--- src/rtl/rst_seq_ctrl.sv ---
// Reset release sequencer: holds all domains in reset, then releases them in index
// order, waiting (with timeout) for each domain's ready before moving to the next.
module rst_seq_ctrl #(
    parameter int NUM_DOM  = 3,
    parameter int NUM_REQ  = 2,
    parameter int HOLD_CYC = 16,
    parameter int GAP_CYC  = 5,
    parameter int TMO_CYC  = 64
) (
    input  logic               clk,
    input  logic               i_rst,
    input  logic [NUM_REQ-1:0] i_req,
    input  logic [NUM_DOM-1:0] i_dom_rdy,
    output logic [NUM_DOM-1:0] o_dom_rst,
    output logic [NUM_REQ-1:0] o_req_ack,
    output logic               o_busy,
    output logic               o_done,
    output logic [NUM_DOM-1:0] o_err
);

    localparam int CNT_MAX = (HOLD_CYC > GAP_CYC)
                           ? ((HOLD_CYC > TMO_CYC) ? HOLD_CYC : TMO_CYC)
                           : ((GAP_CYC > TMO_CYC) ? GAP_CYC : TMO_CYC);
    localparam int CW = $clog2(CNT_MAX);
    localparam int IW = $clog2(NUM_DOM);

    localparam logic [CW-1:0] HOLD_LAST = CW'(HOLD_CYC - 1);
    localparam logic [CW-1:0] GAP_LAST  = CW'(GAP_CYC - 1);
    localparam logic [CW-1:0] TMO_LAST  = CW'(TMO_CYC - 1);
    localparam logic [IW-1:0] IDX_LAST  = IW'(NUM_DOM - 1);

    typedef enum logic [1:0] {S_HOLD, S_WAIT, S_GAP, S_RUN} state_e;

    state_e             state_q, state_d;
    logic [CW-1:0]      cnt_q, cnt_d;
    logic [IW-1:0]      idx_q, idx_d;
    logic [NUM_REQ-1:0] pending_q, pending_d;
    logic [NUM_REQ-1:0] ack_q, ack_d;
    logic [NUM_DOM-1:0] dom_rst_q, dom_rst_d;
    logic [NUM_DOM-1:0] err_q, err_d;
    logic               busy_q, busy_d;
    logic               done_q, done_d;

    logic new_req;
    logic step;
    logic timeout;
    logic run_entry;

    // Only requests not already pending restart an in-flight sequence.
    assign new_req   = |(i_req & ~pending_q);
    assign timeout   = (state_q == S_WAIT) && !i_dom_rdy[idx_q] && (cnt_q == TMO_LAST);
    assign step      = (state_q == S_WAIT) && (i_dom_rdy[idx_q] || (cnt_q == TMO_LAST));
    assign run_entry = step && (idx_q == IDX_LAST);

    always_ff @(posedge clk) begin
        if (i_rst) begin
            state_q <= S_HOLD;
            cnt_q   <= '0;
            idx_q   <= '0;
        end else begin
            state_q <= state_d;
            cnt_q   <= cnt_d;
            idx_q   <= idx_d;
        end
    end

    always_comb begin
        state_d = state_q;
        cnt_d   = cnt_q + 1'b1;
        idx_d   = idx_q;
        unique case (state_q)
            S_HOLD: begin
                if (new_req) begin
                    cnt_d = '0;
                end else if (cnt_q == HOLD_LAST) begin
                    state_d = S_WAIT;
                    cnt_d   = '0;
                    idx_d   = '0;
                end
            end
            S_WAIT: begin
                // Reaching RUN takes priority; a coincident request is queued instead.
                if (run_entry) begin
                    state_d = S_RUN;
                    cnt_d   = '0;
                end else if (new_req) begin
                    state_d = S_HOLD;
                    cnt_d   = '0;
                    idx_d   = '0;
                end else if (step) begin
                    state_d = S_GAP;
                    cnt_d   = '0;
                end
            end
            S_GAP: begin
                if (new_req) begin
                    state_d = S_HOLD;
                    cnt_d   = '0;
                    idx_d   = '0;
                end else if (cnt_q == GAP_LAST) begin
                    state_d = S_WAIT;
                    cnt_d   = '0;
                    idx_d   = idx_q + 1'b1;
                end
            end
            S_RUN: begin
                cnt_d = '0;
                if ((|i_req) || (|pending_q)) begin
                    state_d = S_HOLD;
                    idx_d   = '0;
                end
            end
            default: begin
                state_d = S_HOLD;
                cnt_d   = '0;
                idx_d   = '0;
            end
        endcase
    end

    always_comb begin
        pending_d = pending_q | i_req;
        ack_d     = '0;
        err_d     = err_q;
        if (timeout) begin
            err_d[idx_q] = 1'b1;
        end
        if (run_entry) begin
            ack_d     = pending_q;
            pending_d = i_req & ~pending_q;
        end
        busy_d = (state_d != S_RUN);
        done_d = (state_d == S_RUN);
    end

    // Domain gi is out of reset once the sequence index has reached it.
    generate
        for (genvar gi = 0; gi < NUM_DOM; gi++) begin : g_dom
            assign dom_rst_d[gi] = (state_d == S_HOLD)
                                || ((state_d != S_RUN) && (IW'(gi) > idx_d));
        end
    endgenerate

    always_ff @(posedge clk) begin
        if (i_rst) begin
            pending_q <= '0;
            ack_q     <= '0;
            dom_rst_q <= '1;
            err_q     <= '0;
            busy_q    <= 1'b1;
            done_q    <= 1'b0;
        end else begin
            pending_q <= pending_d;
            ack_q     <= ack_d;
            dom_rst_q <= dom_rst_d;
            err_q     <= err_d;
            busy_q    <= busy_d;
            done_q    <= done_d;
        end
    end

    assign o_dom_rst = dom_rst_q;
    assign o_req_ack = ack_q;
    assign o_busy    = busy_q;
    assign o_done    = done_q;
    assign o_err     = err_q;

endmodule
--- config.mk ---
export PLATFORM = sky130hd
export DESIGN_NAME = rst_seq_ctrl
export DESIGN_NICKNAME = d
export VERILOG_FILES = /design/src/rtl/rst_seq_ctrl.sv
export SDC_FILE = /design/constraint.sdc
export NUM_CORES = 1
export LEC_CHECK = 0
export BUFFER_PORTS_ARGS = -buffer_cell sky130_fd_sc_hd__buf_2
export CAP_MARGIN = 10
export CELL_PAD_IN_SITES_DETAIL_PLACEMENT = 0
export CELL_PAD_IN_SITES_GLOBAL_PLACEMENT = 2
export CORE_MARGIN = 10
export CORE_UTILIZATION = 33
export DETAILED_ROUTE_END_ITERATION = 8
export PLACE_DENSITY_LB_ADDON = 0.12
export SYNTH_ARGS = -nofsm -noshare
export SYNTH_HDL_FRONTEND = slang
export SYNTH_SLANG_ARGS = --single-unit
--- constraint.sdc ---
create_clock -name clk -period 2.6 [get_ports clk]
set_input_delay 0.13 -clock clk [delete_from_list [all_inputs] [get_ports clk]]
set_output_delay 0.13 -clock clk [all_outputs]
set_load 0.005 [all_outputs]
==> summary.json, run 1 <==
{
  "die_x": {"value": 78.25, "unit": "µm"},
  "start_util": {"value": 33.82, "unit": "%"},
  "final_layout_size_suffix_gt1_share": {"value": 19.29, "unit": "%"},
  "final_antenna_net_count": {"value": 0},
  "timing_hold_violations_final": {"value": 0},
  "largest_net_degree_at_the_start_of_global_routing": {"value": 14},
  "clock_tree.buffer_depth": {"value": 2},
  "placement_rows": {"value": 21},
  "crit-reg2reg-capture": {"value": "idx_q[0]"},
  "fraction_of_synthesized_cell_area_in_xor_and_xnor_cells": {"value": 3.128, "unit": "%"},
  "post_layout_utilization_of_the_core": {"value": 38.51, "unit": "%"},
  "post_synth_inst_count": {"value": 125},
  "worst-path-max-fanout": {"value": 5},
  "power_density": {"value": 506.0, "unit": "nW/µm²"},
  "synth_top_family_by_area": {"value": "simple AND/OR/NAND/NOR gates"},
  "worst-r2r-cell-count": {"value": 8},
  "yosysWarningCount": {"value": 0},
  "worstHoldStart": {"value": "i_req[1]"},
  "yosysUniqueCellTypes": {"value": 39},
  "routed_via_density": {"value": 4.860},
  "routed_wire_length_per_instance": {"value": 13.10, "unit": "µm"},
  "synth.net_count": {"value": 137},
  "routed_vias": {"value": 904},
  "clkLatencyLatePin": {"value": 0.31, "unit": "ns"},
  "holdCritPathClass": {"value": "in -> reg"},
  "post_synth_instance_area": {"value": 1120, "unit": "µm²"},
  "antenna_cells_inserted": {"value": 0},
  "worst_ep_arrival_time": {"value": 2.36, "unit": "ns"},
  "setup_repair_after_global_routing_missed_its_margin": {"value": "no"},
  "route.detailed.drc": {"value": 0},
  "synth_async_sr_flop_share": {"value": 0, "unit": "%"},
  "synth-main-ff-cell": {"value": "sky130_fd_sc_hd__dfxtp_1"},
  "grt_pass1_vias": {"value": 922},
  "cts_hold_buf": {"value": 0},
  "yosys.cell_count.top_type": {"value": "sky130_fd_sc_hd__dfxtp_1"},
  "yosysTopAreaCellShare": {"value": 39.33, "unit": "%"},
  "drt_iter0_markers": {"value": 52},
  "gp_routability_congestion": {"value": 0.7201},
  "dr.pass1.iters": {"value": 4},
  "max-vdd-ir-drop": {"value": 0.0001709, "unit": "V"},
  "dpl-instance-area": {"value": 1222, "unit": "µm²"},
  "grt_first_pass_wirelength": {"value": 4326, "unit": "µm"},
  "synth-simple-area-share": {"value": 26.26, "unit": "%"},
  "die_height": {"value": 78.25, "unit": "µm"},
  "cap_violations": {"value": 0},
  "synth_compound_area_share": {"value": 19.33, "unit": "%"},
  "final.period_utilization": {"value": 82.40, "unit": "%"},
  "max_slew_margin": {"value": 61.13, "unit": "%"},
  "syn_to_layout_area_delta": {"value": 13.85, "unit": "%"},
  "final_nets": {"value": 153},
  "min_delay_path_depth": {"value": 3},
  "n_fill_cell": {"value": 380},
  "crit-reg2reg-launch": {"value": "cnt_q[0]"},
  "final-setup-viol-count": {"value": 0},
  "register_area": {"value": 440.4, "unit": "µm²"},
  "maxClockFrequency": {"value": 466.7, "unit": "MHz"},
  "clk_transition_reported_paths": {"value": 0.13, "unit": "ns"},
  "place.detailed.hpwl": {"value": 1868, "unit": "µm"},
  "setup_tns": {"value": 0, "unit": "ns"},
  "worst-slew-pin-transition": {"value": 0.5749, "unit": "ns"},
  "multi_input_comb_area": {"value": 618.1, "unit": "µm²"},
  "finalCriticalPeriod": {"value": 2.142, "unit": "ns"},
  "postRouteWirelength": {"value": 2436, "unit": "µm"},
  "cts.root.buffer_cell": {"value": "sky130_fd_sc_hd__clkbuf_4"},
  "cts.sinks": {"value": 22},
  "clock_tree.htree_level_count": {"value": 1},
  "static-leakage-power": {"value": 0.4926, "unit": "nW"},
  "yosysSeqAreaShare": {"value": 39.33, "unit": "%"},
  "post-synth-top-area-cell": {"value": "sky130_fd_sc_hd__dfxtp_1"},
  "cts_post_setup_buffers_inserted": {"value": 0},
  "avgSynthCellArea": {"value": 8.959, "unit": "µm²"},
  "slew_violations": {"value": 0},
  "timing.hold.ws": {"value": 0.1584, "unit": "ns"},
  "fin_skew": {"value": 0.005183, "unit": "ns"},
  "synth_adder_area_share": {"value": 5.587, "unit": "%"},
  "min_to": {"value": "pending_q[1]"},
  "cts_repair_resize_count": {"value": 0},
  "design.die.area": {"value": 6123, "unit": "µm²"},
  "startpoint_type": {"value": "flop"},
  "track_usage": {"value": 8.512, "unit": "%"},
  "initial_antenna_violation_count": {"value": 0},
  "synth_top_cells_by_count": {"value": "sky130_fd_sc_hd__dfxtp_1, sky130_fd_sc_hd__nor2_1, sky130_fd_sc_hd__nand2_1, sky130_fd_sc_hd__inv_1, sky130_fd_sc_hd__a21oi_1"},
  "core_region_area": {"value": 3311, "unit": "µm²"},
  "timing_worst_setup_path_type": {"value": "reg -> reg"},
  "clock_tree_from_tritoncts": {"value": "built"},
  "run_status": {"value": "finished clean"},
  "placement.io_buffers": {"value": 16},
  "numCtsBuffers": {"value": 3},
  "io_pins": {"value": 17},
  "number_of_enable_flip_flop_cells_after_synthesis": {"value": 0},
  "synth_area_leaders": {"value": "sky130_fd_sc_hd__dfxtp_1, sky130_fd_sc_hd__ha_1, sky130_fd_sc_hd__nor2_1"},
  "stdcell_area": {"value": 1275, "unit": "µm²"},
  "yosys-mux-area-fraction": {"value": 0.8939, "unit": "%"},
  "synth_seq_cells": {"value": 22},
  "worstSetupEndpointType": {"value": "flop"},
  "data_required_critical_path": {"value": 2.82, "unit": "ns"},
  "r2r_slack": {"value": 0.46, "unit": "ns"},
  "global_route.overflow_total": {"value": 0}
}
## metrics by stage
step	setup slack, ns	power (mW)	instances
4_1_cts	0.4298	0.6559	186
2_1_floorplan	0.6987	0.3757	125
5_1_grt	0.05892	0.6742	186
6_report	0.4575	0.6451	186
3_5_place_dp	0.4775	0.3879	182
3_3_place_gp	0.5465	0.3884	182
## worst max-delay path by stage
stage,start,to,slack (ns),cells after the start
after CTS,cnt_q[0],o_dom_rst[1],0.43,7
after global routing,cnt_q[0],o_dom_rst[1],0.06,7
after floorplan,cnt_q[0],o_dom_rst[2],0.70,8
after global placement,cnt_q[0],o_dom_rst[1],0.55,7
after detailed placement,cnt_q[0],o_dom_rst[1],0.48,7
final,cnt_q[0],idx_q[0],0.46,8
## state kept, by name (all words and copies together), names as in the netlist
signal,cells
state_q,2
idx_q,2
o_done,1
o_busy,1
o_dom_rst,3
cnt_q,6
o_err,3
o_req_ack,2
pending_q,2
## final cells by class
cell class | count | area share, %
flip-flops and latches | 22 | 34.54
clock buffers | 3 | 1.766
inverters | 7 | 2.061
repair buffers | 16 | 6.281
clock inverters | 1 | 2.355
multi-input cells | 91 | 48.48
well taps | 46 | 4.514
## critical path, stage by stage, from the launching register on
cell,delay (ns)
sky130_fd_sc_hd__dfxtp_1,0.36
sky130_fd_sc_hd__inv_1,0.06
sky130_fd_sc_hd__ha_1,0.13
sky130_fd_sc_hd__nor4b_1,0.48
sky130_fd_sc_hd__nand2_1,0.21
sky130_fd_sc_hd__a41oi_1,0.38
sky130_fd_sc_hd__nor2_1,0.09
sky130_fd_sc_hd__o21a_1,0.18
sky130_fd_sc_hd__o21a_1,0.16
## power by group
part | switching [mW] | leakage, nW | internal, mW
Sequential | 0.00365 | 0.178 | 0.341
Clock | 0.109 | 0.0279 | 0.156
Combinational | 0.0233 | 0.286 | 0.0122
## cells by family (layout without fill, tap and decap cells)
logic type	after synthesis	after routing
and+or+nand+nor	53	53
AOI/OAI and AO/OA	28	28
muxes	1	1
DFF	22	22
adders and majority gates	5	5
buffers and inverters	12	27
xor gates and xnor gates	4	4
## per-layer routing
metal / vias to the layer above / part of all wire, % / global-route usage, %
met1: 416 / 48 / 10.03
met5: - / 0 / 0
met3: 4 / 4.6 / 2.620
met2: 11 / 46 / 13.73
met4: 0 / 1.5 / 4.122
li1: 473 / - / -
## layout by cell type, fill, tap and decap left out, drive strengths merged, types with 3 or more instances in the layout
master  Yosys  routed
nand4       4       4
buf         3      16
a21oi       6       6
and3        5       5
dfxtp      22      22
nand2      10      10
nor2b       3       3
nor2       15      15
o21ai       4       4
nor3        4       4
nand3       3       3
clkbuf      2       3
nand2b      3       3
inv         7       7
ha          5       5
and2        3       3
No activity file was read; power rests on OpenSTA's default activity.
==> run 2: changes to the inputs <==
--- a/config.mk
+++ b/config.mk
@@ -5,12 +5,13 @@
 export SDC_FILE = /design/constraint.sdc
 export NUM_CORES = 1
 export LEC_CHECK = 0
+export ABC_AREA = 1
 export BUFFER_PORTS_ARGS = -buffer_cell sky130_fd_sc_hd__buf_2
 export CAP_MARGIN = 10
 export CELL_PAD_IN_SITES_DETAIL_PLACEMENT = 0
 export CELL_PAD_IN_SITES_GLOBAL_PLACEMENT = 2
 export CORE_MARGIN = 10
-export CORE_UTILIZATION = 33
+export CORE_UTILIZATION = 30
 export DETAILED_ROUTE_END_ITERATION = 8
 export PLACE_DENSITY_LB_ADDON = 0.12
 export SYNTH_ARGS = -nofsm -noshare
==> constraint.sdc (replaced) <==
create_clock -name clk -period 2.1 [get_ports clk]
set_input_delay 0.105 -clock clk [delete_from_list [all_inputs] [get_ports clk]]
set_output_delay 0.105 -clock clk [all_outputs]
set_load 0.005 [all_outputs]
==> summary.json, run 2 <==
{
  "io_pins": {"value": 17, "change": "unchanged"},
  "placement_rows": {"value": 22, "change": "+4.8%"},
  "portion_of_total_power_attributed_to_sequential_cells": {"value": 54.8, "unit": "%", "change": "+1.3 points"},
  "start_util": {"value": 31.03, "unit": "%", "change": "-2.8 points"},
  "fin_skew": {"value": 0.001593, "unit": "ns", "change": "-0.003589 ns"},
  "numCtsBuffers": {"value": 3, "change": "unchanged"},
  "synth.net_count": {"value": 178, "change": "+30%"},
  "largest_net_degree_at_the_start_of_global_routing": {"value": 17, "change": "+3"},
  "yosysTopAreaCellShare": {"value": 38.77, "unit": "%", "change": "-0.56 points"},
  "routed_wire_length_per_instance": {"value": 10.70, "unit": "µm", "change": "-18%"},
  "final_nets": {"value": 197, "change": "+29%"},
  "final.period_utilization": {"value": 83.10, "unit": "%", "change": "+0.70 points"},
  "post_synth_inst_count": {"value": 166, "change": "+33%"},
  "sw_frac_of_total": {"value": 22.43, "unit": "%", "change": "+1.4 points"},
  "cap_violations": {"value": 0, "change": "unchanged"},
  "data_required_critical_path": {"value": 2.26, "unit": "ns", "change": "-0.56 ns"},
  "gp_routability_congestion": {"value": 0.7416, "change": "+3.0%"},
  "setup_tns": {"value": 0, "unit": "ns", "change": "unchanged"},
  "n_fill_cell": {"value": 398, "change": "+4.7%"},
  "timing_worst_setup_path_type": {"value": "reg -> reg"},
  "drt_iter0_markers": {"value": 34, "change": "-35%"},
  "netSwitchingPower": {"value": 0.1744, "unit": "mW", "change": "+28%"},
  "worstSetupEndpointType": {"value": "flop"},
  "grt_pass1_vias": {"value": 949, "change": "+2.9%"},
  "synth_top_cells_by_count": {"value": "sky130_fd_sc_hd__nand2_1, sky130_fd_sc_hd__inv_1, sky130_fd_sc_hd__dfxtp_1, sky130_fd_sc_hd__nor2_1, sky130_fd_sc_hd__nand3_1"},
  "yosysWarningCount": {"value": 0, "change": "unchanged"},
  "worst-path-max-fanout": {"value": 8, "change": "+3"},
  "slew_violations": {"value": 0, "change": "unchanged"},
  "routed_via_density": {"value": 4.147, "change": "-15%"},
  "dr.pass1.iters": {"value": 4, "change": "unchanged"},
  "setup_repair_after_global_routing_missed_its_margin": {"value": "no"},
  "track_usage": {"value": 8.030, "unit": "%", "change": "-0.48 points"},
  "yosysSeqAreaShare": {"value": 38.77, "unit": "%", "change": "-0.56 points"},
  "cts_hold_buf": {"value": 0, "change": "unchanged"},
  "worstHoldStart": {"value": "i_req[0]"},
  "max-vdd-ir-drop": {"value": 0.0001731, "unit": "V", "change": "+1.3%"},
  "clockPowerShare": {"value": 39.9, "unit": "%", "change": "-1.1 points"},
  "final-setup-viol-count": {"value": 0, "change": "unchanged"},
  "synth_area_leaders": {"value": "sky130_fd_sc_hd__dfxtp_1, sky130_fd_sc_hd__nand2_1, sky130_fd_sc_hd__inv_1"},
  "holdCritPathClass": {"value": "in -> reg"},
  "core_region_area": {"value": 3661, "unit": "µm²", "change": "+11%"},
  "dpl-instance-area": {"value": 1269, "unit": "µm²", "change": "+3.8%"},
  "part_of_the_power_in_combinational_logic": {"value": 5.2, "unit": "%", "change": "-0.3 points"},
  "clkLatencyLatePin": {"value": 0.26, "unit": "ns", "change": "-0.05 ns"},
  "top_register": {"value": "cnt_q"},
  "finalCriticalPeriod": {"value": 1.745, "unit": "ns", "change": "-0.3973 ns"},
  "run_status": {"value": "finished clean"},
  "design.die.area": {"value": 6649, "unit": "µm²", "change": "+8.6%"},
  "post-synth-top-area-cell": {"value": "sky130_fd_sc_hd__dfxtp_1"},
  "dp_cells": {"value": 228, "change": "+25%"},
  "number_of_enable_flip_flop_cells_after_synthesis": {"value": 0, "change": "unchanged"},
  "worst-slew-pin-transition": {"value": 0.3629, "unit": "ns", "change": "-0.2120 ns"},
  "routed_vias": {"value": 962, "change": "+6.4%"},
  "final_antenna_net_count": {"value": 0, "change": "unchanged"},
  "cts.sinks": {"value": 22, "change": "unchanged"},
  "p_int": {"value": 0.6031, "unit": "mW", "change": "+18%"},
  "mostFrequentLayoutCell": {"value": "sky130_fd_sc_hd__nand2_1"},
  "power_density": {"value": 587.3, "unit": "nW/µm²", "change": "+16%"},
  "cts_repair_resize_count": {"value": 0, "change": "unchanged"},
  "synth-main-ff-cell": {"value": "sky130_fd_sc_hd__dfxtp_1"},
  "max_slew_margin": {"value": 75.55, "unit": "%", "change": "+14 points"},
  "cts_post_setup_buffers_inserted": {"value": 0, "change": "unchanged"},
  "crit-reg2reg-launch": {"value": "cnt_q[0]"},
  "timing.hold.ws": {"value": 0.1207, "unit": "ns", "change": "-0.03769 ns"},
  "die_x": {"value": 81.54, "unit": "µm", "change": "+4.2%"},
  "critical_path.startpoint": {"value": "cnt_q[0]"},
  "total_power": {"value": 0.7775, "unit": "mW", "change": "+21%"},
  "placement.io_buffers": {"value": 16, "change": "unchanged"},
  "timing_hold_violations_final": {"value": 0, "change": "unchanged"},
  "final_cell_mix": {"value": "sky130_fd_sc_hd__nand2_1, sky130_fd_sc_hd__inv_1, sky130_fd_sc_hd__dfxtp_1, sky130_fd_sc_hd__nor2_1, sky130_fd_sc_hd__buf_2"},
  "stdcell_area": {"value": 1324, "unit": "µm²", "change": "+3.8%"},
  "yosysUniqueCellTypes": {"value": 20, "change": "-49%"},
  "route.detailed.drc": {"value": 0, "change": "unchanged"},
  "cts.root.buffer_cell": {"value": "sky130_fd_sc_hd__clkbuf_8"},
  "postRouteWirelength": {"value": 2482, "unit": "µm", "change": "+1.9%"},
  "clock_tree_from_tritoncts": {"value": "built"},
  "clock_tree.buffer_depth": {"value": 2, "change": "unchanged"},
  "global_route.overflow_total": {"value": 0, "change": "unchanged"},
  "final_layout_size_suffix_gt1_share": {"value": 17.39, "unit": "%", "change": "-1.9 points"},
  "antenna_cells_inserted": {"value": 0, "change": "unchanged"},
  "grt_first_pass_wirelength": {"value": 4250, "unit": "µm", "change": "-1.8%"},
  "startpoint_type": {"value": "flop"},
  "die_height": {"value": 81.54, "unit": "µm", "change": "+4.2%"},
  "clk_transition_reported_paths": {"value": 0.08, "unit": "ns", "change": "-0.05 ns"},
  "avgSynthCellArea": {"value": 6.844, "unit": "µm²", "change": "-24%"},
  "initial_antenna_violation_count": {"value": 0, "change": "unchanged"},
  "place.detailed.hpwl": {"value": 1995, "unit": "µm", "change": "+6.8%"},
  "yosys.cell_count.top_type": {"value": "sky130_fd_sc_hd__nand2_1"},
  "worst_ep_arrival_time": {"value": 1.90, "unit": "ns", "change": "-0.46 ns"},
  "synth_seq_cells": {"value": 22, "change": "unchanged"},
  "syn_to_layout_area_delta": {"value": 16.52, "unit": "%"},
  "static-leakage-power": {"value": 0.6486, "unit": "nW", "change": "+32%"},
  "layout.cells.non_filler": {"value": 232, "change": "+25%"},
  "clock_tree.htree_level_count": {"value": 1, "change": "unchanged"},
  "maxClockFrequency": {"value": 573.0, "unit": "MHz", "change": "+23%"},
  "largest_reg_flops": {"value": 6, "change": "unchanged"},
  "synth_async_sr_flop_share": {"value": 0, "unit": "%", "change": "unchanged"},
  "post_synth_instance_area": {"value": 1136, "unit": "µm²", "change": "+1.5%"}
}
[run 2: through the flow]
stage,setup WS (ns),utilization (%)
global route,0.2016,36.16
floorplan,0.5903,-
detailed placement,0.3530,34.65
finish,0.3548,36.16
global placement,0.3572,34.65
CTS,0.3321,36.16
[run 2: cell families (layout without fill, tap and decap cells)]
kind of cell | after synthesis | after routing | share of synthesized area (%)
buffers and inverters | 35 | 53 | 11.56
flip-flops | 22 | 22 | 38.77
AO/OA/AOI/OAI | 11 | 11 | 5.727
adder cells (fa/ha/maj) | 5 | 5 | 5.507
AND/OR/NAND/NOR | 93 | 93 | 38.44
[run 2: power by group through the flow]
| stage | clock, mW | sequential, mW | combinational [mW] |
|---|---|---|---|
| floorplan | 0 | 0.435 | 0.0290 |
| global placement | 0 | 0.436 | 0.0408 |
| detailed placement | 0 | 0.436 | 0.0413 |
| CTS | 0.328 | 0.426 | 0.0414 |
| global route | 0.340 | 0.427 | 0.0473 |
| finish | 0.310 | 0.426 | 0.0407 |
[run 2: critical path: stages (launching register included)]
cell,delay (ns)
sky130_fd_sc_hd__dfxtp_1,0.40
sky130_fd_sc_hd__ha_1,0.24
sky130_fd_sc_hd__nand2_2,0.08
sky130_fd_sc_hd__nor2_4,0.12
sky130_fd_sc_hd__nand3_4,0.10
sky130_fd_sc_hd__nand2_4,0.10
sky130_fd_sc_hd__nand3_4,0.11
sky130_fd_sc_hd__nand2_1,0.09
sky130_fd_sc_hd__nand2_1,0.07
sky130_fd_sc_hd__nand2_2,0.09
sky130_fd_sc_hd__nand2_2,0.09
sky130_fd_sc_hd__nand2_1,0.08
sky130_fd_sc_hd__nand3_1,0.06
[run 2: per-layer routing]
| layer | share of wire [%] | global-route usage (%) |
|---|---|---|
| met5 | 0 | 0 |
| met4 | 1.2 | 3.114 |
| met1 | 50 | 10.17 |
| met2 | 41 | 12.01 |
| met3 | 8.1 | 3.057 |
[run 2: path summary, 6_finish.rpt]
kind,slack [ns],cells after the start,end
max,0.35,12,o_dom_rst[1]
max reg2reg,0.35,12,o_dom_rst[1]
min,0.12,3,pending_q[0]
min reg2reg,0.45,2,o_err[0]
[run 2: final cells by class]
cell class	count	area [µm²]	share of cell area, %
timing repair buffer	16	80.08	6.049
multi-input combinational	109	564.3	42.63
inverter	33	123.9	9.357
tap	48	60.06	4.537
clock buffer	4	55.05	4.159
sequential	22	440.4	33.27
==> run 3: changes to the inputs <==
--- a/config.mk
+++ b/config.mk
@@ -11,7 +11,7 @@
 export CELL_PAD_IN_SITES_DETAIL_PLACEMENT = 0
 export CELL_PAD_IN_SITES_GLOBAL_PLACEMENT = 2
 export CORE_MARGIN = 10
-export CORE_UTILIZATION = 30
+export CORE_UTILIZATION = 27
 export DETAILED_ROUTE_END_ITERATION = 8
 export PLACE_DENSITY_LB_ADDON = 0.12
 export SYNTH_ARGS = -nofsm -noshare
==> constraint.sdc (replaced) <==
create_clock -name clk -period 1.5 [get_ports clk]
set_input_delay 0.075 -clock clk [delete_from_list [all_inputs] [get_ports clk]]
set_output_delay 0.075 -clock clk [all_outputs]
set_load 0.005 [all_outputs]
==> summary.json, run 3 (synthesis gave the netlist of run 2 again) <==
{
  "r2r_slack": {"value": -0.01, "unit": "ns", "change": "-0.37 ns"},
  "gr-usage-met2": {"value": 11.32, "unit": "%", "change": "-0.68 points"},
  "dp_cells": {"value": 248, "change": "+8.8%"},
  "busiest_metal_layer_after_global_routing": {"value": "met2"},
  "final_nets": {"value": 221, "change": "+12%"},
  "worstSetupEndpointType": {"value": "flop"},
  "n_fill_cell": {"value": 427, "change": "+7.3%"},
  "final_layout_size_suffix_gt1_share": {"value": 46.63, "unit": "%", "change": "+29 points"},
  "stdcell_area": {"value": 1687, "unit": "µm²", "change": "+27%"},
  "worst_ep_arrival_time": {"value": 1.68, "unit": "ns", "change": "-0.22 ns"},
  "gp_routability_congestion": {"value": 0.7392, "change": "-0.32%"},
  "clock_tree_from_tritoncts": {"value": "built"},
  "start_util": {"value": 28.20, "unit": "%", "change": "-2.8 points"},
  "slew_violations": {"value": 0, "change": "unchanged"},
  "maxClockFrequency": {"value": 661.5, "unit": "MHz", "change": "+15%"},
  "io_pins": {"value": 17, "change": "unchanged"},
  "register_area": {"value": 449.2, "unit": "µm²", "change": "+2.0%"},
  "crit-reg2reg-launch": {"value": "cnt_q[0]"},
  "critical_path.slowest_cell": {"value": "sky130_fd_sc_hd__dfxtp_4"},
  "cap_violations": {"value": 0, "change": "unchanged"},
  "cts.sinks": {"value": 22, "change": "unchanged"},
  "final_cell_mix": {"value": "sky130_fd_sc_hd__nand2_1, sky130_fd_sc_hd__inv_1, sky130_fd_sc_hd__buf_4, sky130_fd_sc_hd__dfxtp_1, sky130_fd_sc_hd__buf_2"},
  "timing.hold.ws": {"value": 0.1093, "unit": "ns", "change": "-0.01147 ns"},
  "global_route.overflow_total": {"value": 0, "change": "unchanged"},
  "placement_rows": {"value": 23, "change": "+4.5%"},
  "routed_via_density": {"value": 4.252, "change": "+2.5%"},
  "clkLatencyLatePin": {"value": 0.27, "unit": "ns", "change": "about the same"},
  "crit-reg2reg-capture": {"value": "o_dom_rst[1]"},
  "gr-usage-met3": {"value": 3.346, "unit": "%", "change": "+0.29 points"},
  "die_x": {"value": 84.87, "unit": "µm", "change": "+4.1%"},
  "static-leakage-power": {"value": 0.7886, "unit": "nW", "change": "+22%"},
  "cts.root.buffer_cell": {"value": "sky130_fd_sc_hd__clkbuf_8"},
  "layout.cells.non_filler": {"value": 258, "change": "+11%"},
  "max_stage_delay": {"value": 0.37, "unit": "ns", "change": "-0.03 ns"},
  "data_required_critical_path": {"value": 1.67, "unit": "ns", "change": "-0.59 ns"},
  "final.period_utilization": {"value": 100.8, "unit": "%", "change": "+18 points"},
  "fin_skew": {"value": 0.002770, "unit": "ns", "change": "+0.001177 ns"},
  "clk_transition_reported_paths": {"value": 0.08, "unit": "ns", "change": "about the same"},
  "top_cell_by_count_worst_path": {"value": "sky130_fd_sc_hd__nand2_4"},
  "final_antenna_net_count": {"value": 0, "change": "unchanged"},
  "max_slew_margin": {"value": 76.41, "unit": "%", "change": "+0.86 points"},
  "timing_hold_violations_final": {"value": 0, "change": "unchanged"},
  "violations": {"value": "negative setup slack"},
  "grt_pass1_vias": {"value": 1067, "change": "+12%"},
  "numCtsBuffers": {"value": 3, "change": "unchanged"},
  "syn_to_layout_area_delta": {"value": 48.46, "unit": "%"},
  "antenna_cells_inserted": {"value": 0, "change": "unchanged"},
  "multi_input_comb_area": {"value": 729.5, "unit": "µm²", "change": "+29%"},
  "core_region_area": {"value": 4029, "unit": "µm²", "change": "+10%"},
  "placement.io_buffers": {"value": 16, "change": "unchanged"},
  "routed_vias": {"value": 1097, "change": "+14%"},
  "final-setup-viol-count": {"value": 4, "change": "+4"},
  "timing_worst_setup_path_type": {"value": "reg -> reg"},
  "finalCriticalPeriod": {"value": 1.512, "unit": "ns", "change": "-0.2335 ns"},
  "dr.pass1.iters": {"value": 4, "change": "unchanged"},
  "route.detailed.drc": {"value": 0, "change": "unchanged"},
  "max-vdd-ir-drop": {"value": 0.0002584, "unit": "V", "change": "+49%"},
  "routed_wire_length_per_instance": {"value": 10.98, "unit": "µm", "change": "+2.6%"},
  "clock_tree.buffer_depth": {"value": 2, "change": "unchanged"},
  "postRouteWirelength": {"value": 2832, "unit": "µm", "change": "+14%"},
  "place.detailed.hpwl": {"value": 2148, "unit": "µm", "change": "+7.7%"},
  "power_density": {"value": 674.0, "unit": "nW/µm²", "change": "+15%"},
  "design.die.area": {"value": 7202, "unit": "µm²", "change": "+8.3%"},
  "largest_net_degree_at_the_start_of_global_routing": {"value": 17, "change": "unchanged"},
  "clock_tree.htree_level_count": {"value": 1, "change": "unchanged"},
  "grt_first_pass_wirelength": {"value": 4685, "unit": "µm", "change": "+10%"},
  "setup_repair_after_global_routing_missed_its_margin": {"value": "yes"},
  "die_height": {"value": 84.87, "unit": "µm", "change": "+4.1%"},
  "mostFrequentLayoutCell": {"value": "sky130_fd_sc_hd__nand2_1"},
  "use_met1": {"value": 9.709, "unit": "%", "change": "-0.46 points"},
  "startpoint_type": {"value": "flop"},
  "post_layout_utilization_of_the_core": {"value": 41.86, "unit": "%", "change": "+5.7 points"},
  "fin_ws": {"value": -0.01168, "unit": "ns", "change": "-0.3665 ns"},
  "holdCritPathClass": {"value": "in -> reg"},
  "dpl-instance-area": {"value": 1409, "unit": "µm²", "change": "+11%"},
  "largest_reg_flops": {"value": 6, "change": "unchanged"},
  "run_status": {"value": "finished, violations left"},
  "worst-path-max-fanout": {"value": 5, "change": "-3"},
  "top_register": {"value": "cnt_q"},
  "crit_path_cell_trace": {"value": "ha_4, nand2_4, nor2_4, nand3_4, nand2_4, nand3_4, nand2_2, nand2_2, nand2_4, nand2_4, nand2_2, nand3_2"},
  "worst-r2r-cell-count": {"value": 12, "change": "unchanged"},
  "track_usage": {"value": 7.865, "unit": "%", "change": "-0.17 points"},
  "drt_iter0_markers": {"value": 35, "change": "+2.9%"},
  "critical_path.startpoint": {"value": "cnt_q[0]"},
  "worst-slew-pin-transition": {"value": 0.3538, "unit": "ns", "change": "-0.009112 ns"},
  "cp-endpoint": {"value": "o_dom_rst[1]"},
  "initial_antenna_violation_count": {"value": 0, "change": "unchanged"}
}
## run 3: cell count changes in the layout (fill, tap and decap cells not counted), sizes merged
cell | previous run | this run
buf | 16 | 40
## run 3: worst min-delay path by stage
stage | from | slack, ns | endpoint | depth (start not counted)
floorplan | i_req[0] | 0.24 | pending_q[0] | 2
global placement | i_req[0] | 0.37 | pending_q[0] | 3
detailed placement | i_req[0] | 0.37 | pending_q[0] | 3
CTS | i_req[0] | 0.07 | pending_q[0] | 3
global route | i_req[0] | 0.1 | pending_q[0] | 3
finish | i_req[0] | 0.11 | pending_q[0] | 3
## run 3: metal layers
metal	routed length, µm	part of all wire, %	vias up
met5	0	0	-
met4	60	2.1	0
met3	195	6.9	5
met2	1234	44	18
met1	1341	47	482
li1	-	-	592
## run 3: stage by stage
step           setup TNS, ns  power, mW  setup slack (ns)
2_1_floorplan              0     0.6498          0.001779
3_3_place_gp         -0.4433     0.6774           -0.1174
3_5_place_dp         -0.5063     0.6792           -0.1320
4_1_cts              -0.3319      1.134          -0.07554
5_1_grt               -1.121      1.195           -0.1354
6_report            -0.02747      1.137          -0.01168
## run 3: layout make-up
class                           instances  area share (%)
Clock buffer                            4           3.264
Inverter                               33           7.493
Multi-Input combinational cell        109           43.25
Sequential cell                        22           26.63
Tap cell                               50           3.709
Timing Repair Buffer                   40           15.65
## run 3: worst max-delay path: cells and delay by family (launching register included)
kind	cells	cell delay (ns)
AND/OR/NAND/NOR	11	0.87
flip-flops	1	0.37
adder cells (fa/ha/maj)	1	0.15
## run 3: power breakdown
part	switching, mW	internal, mW
sequential	0.00585	0.591
clock	0.208	0.235
combinational	0.0571	0.0396
## run 3: what timing repair did
action                                 in CTS  in global routing
gates resized for setup                     8                 50
pin swaps                                  10                 17
endpoints found under the hold margin       0                  0
setup endpoints to repair                  12                 13
hold buffers                                0                  0
buffers inserted                            3                  3
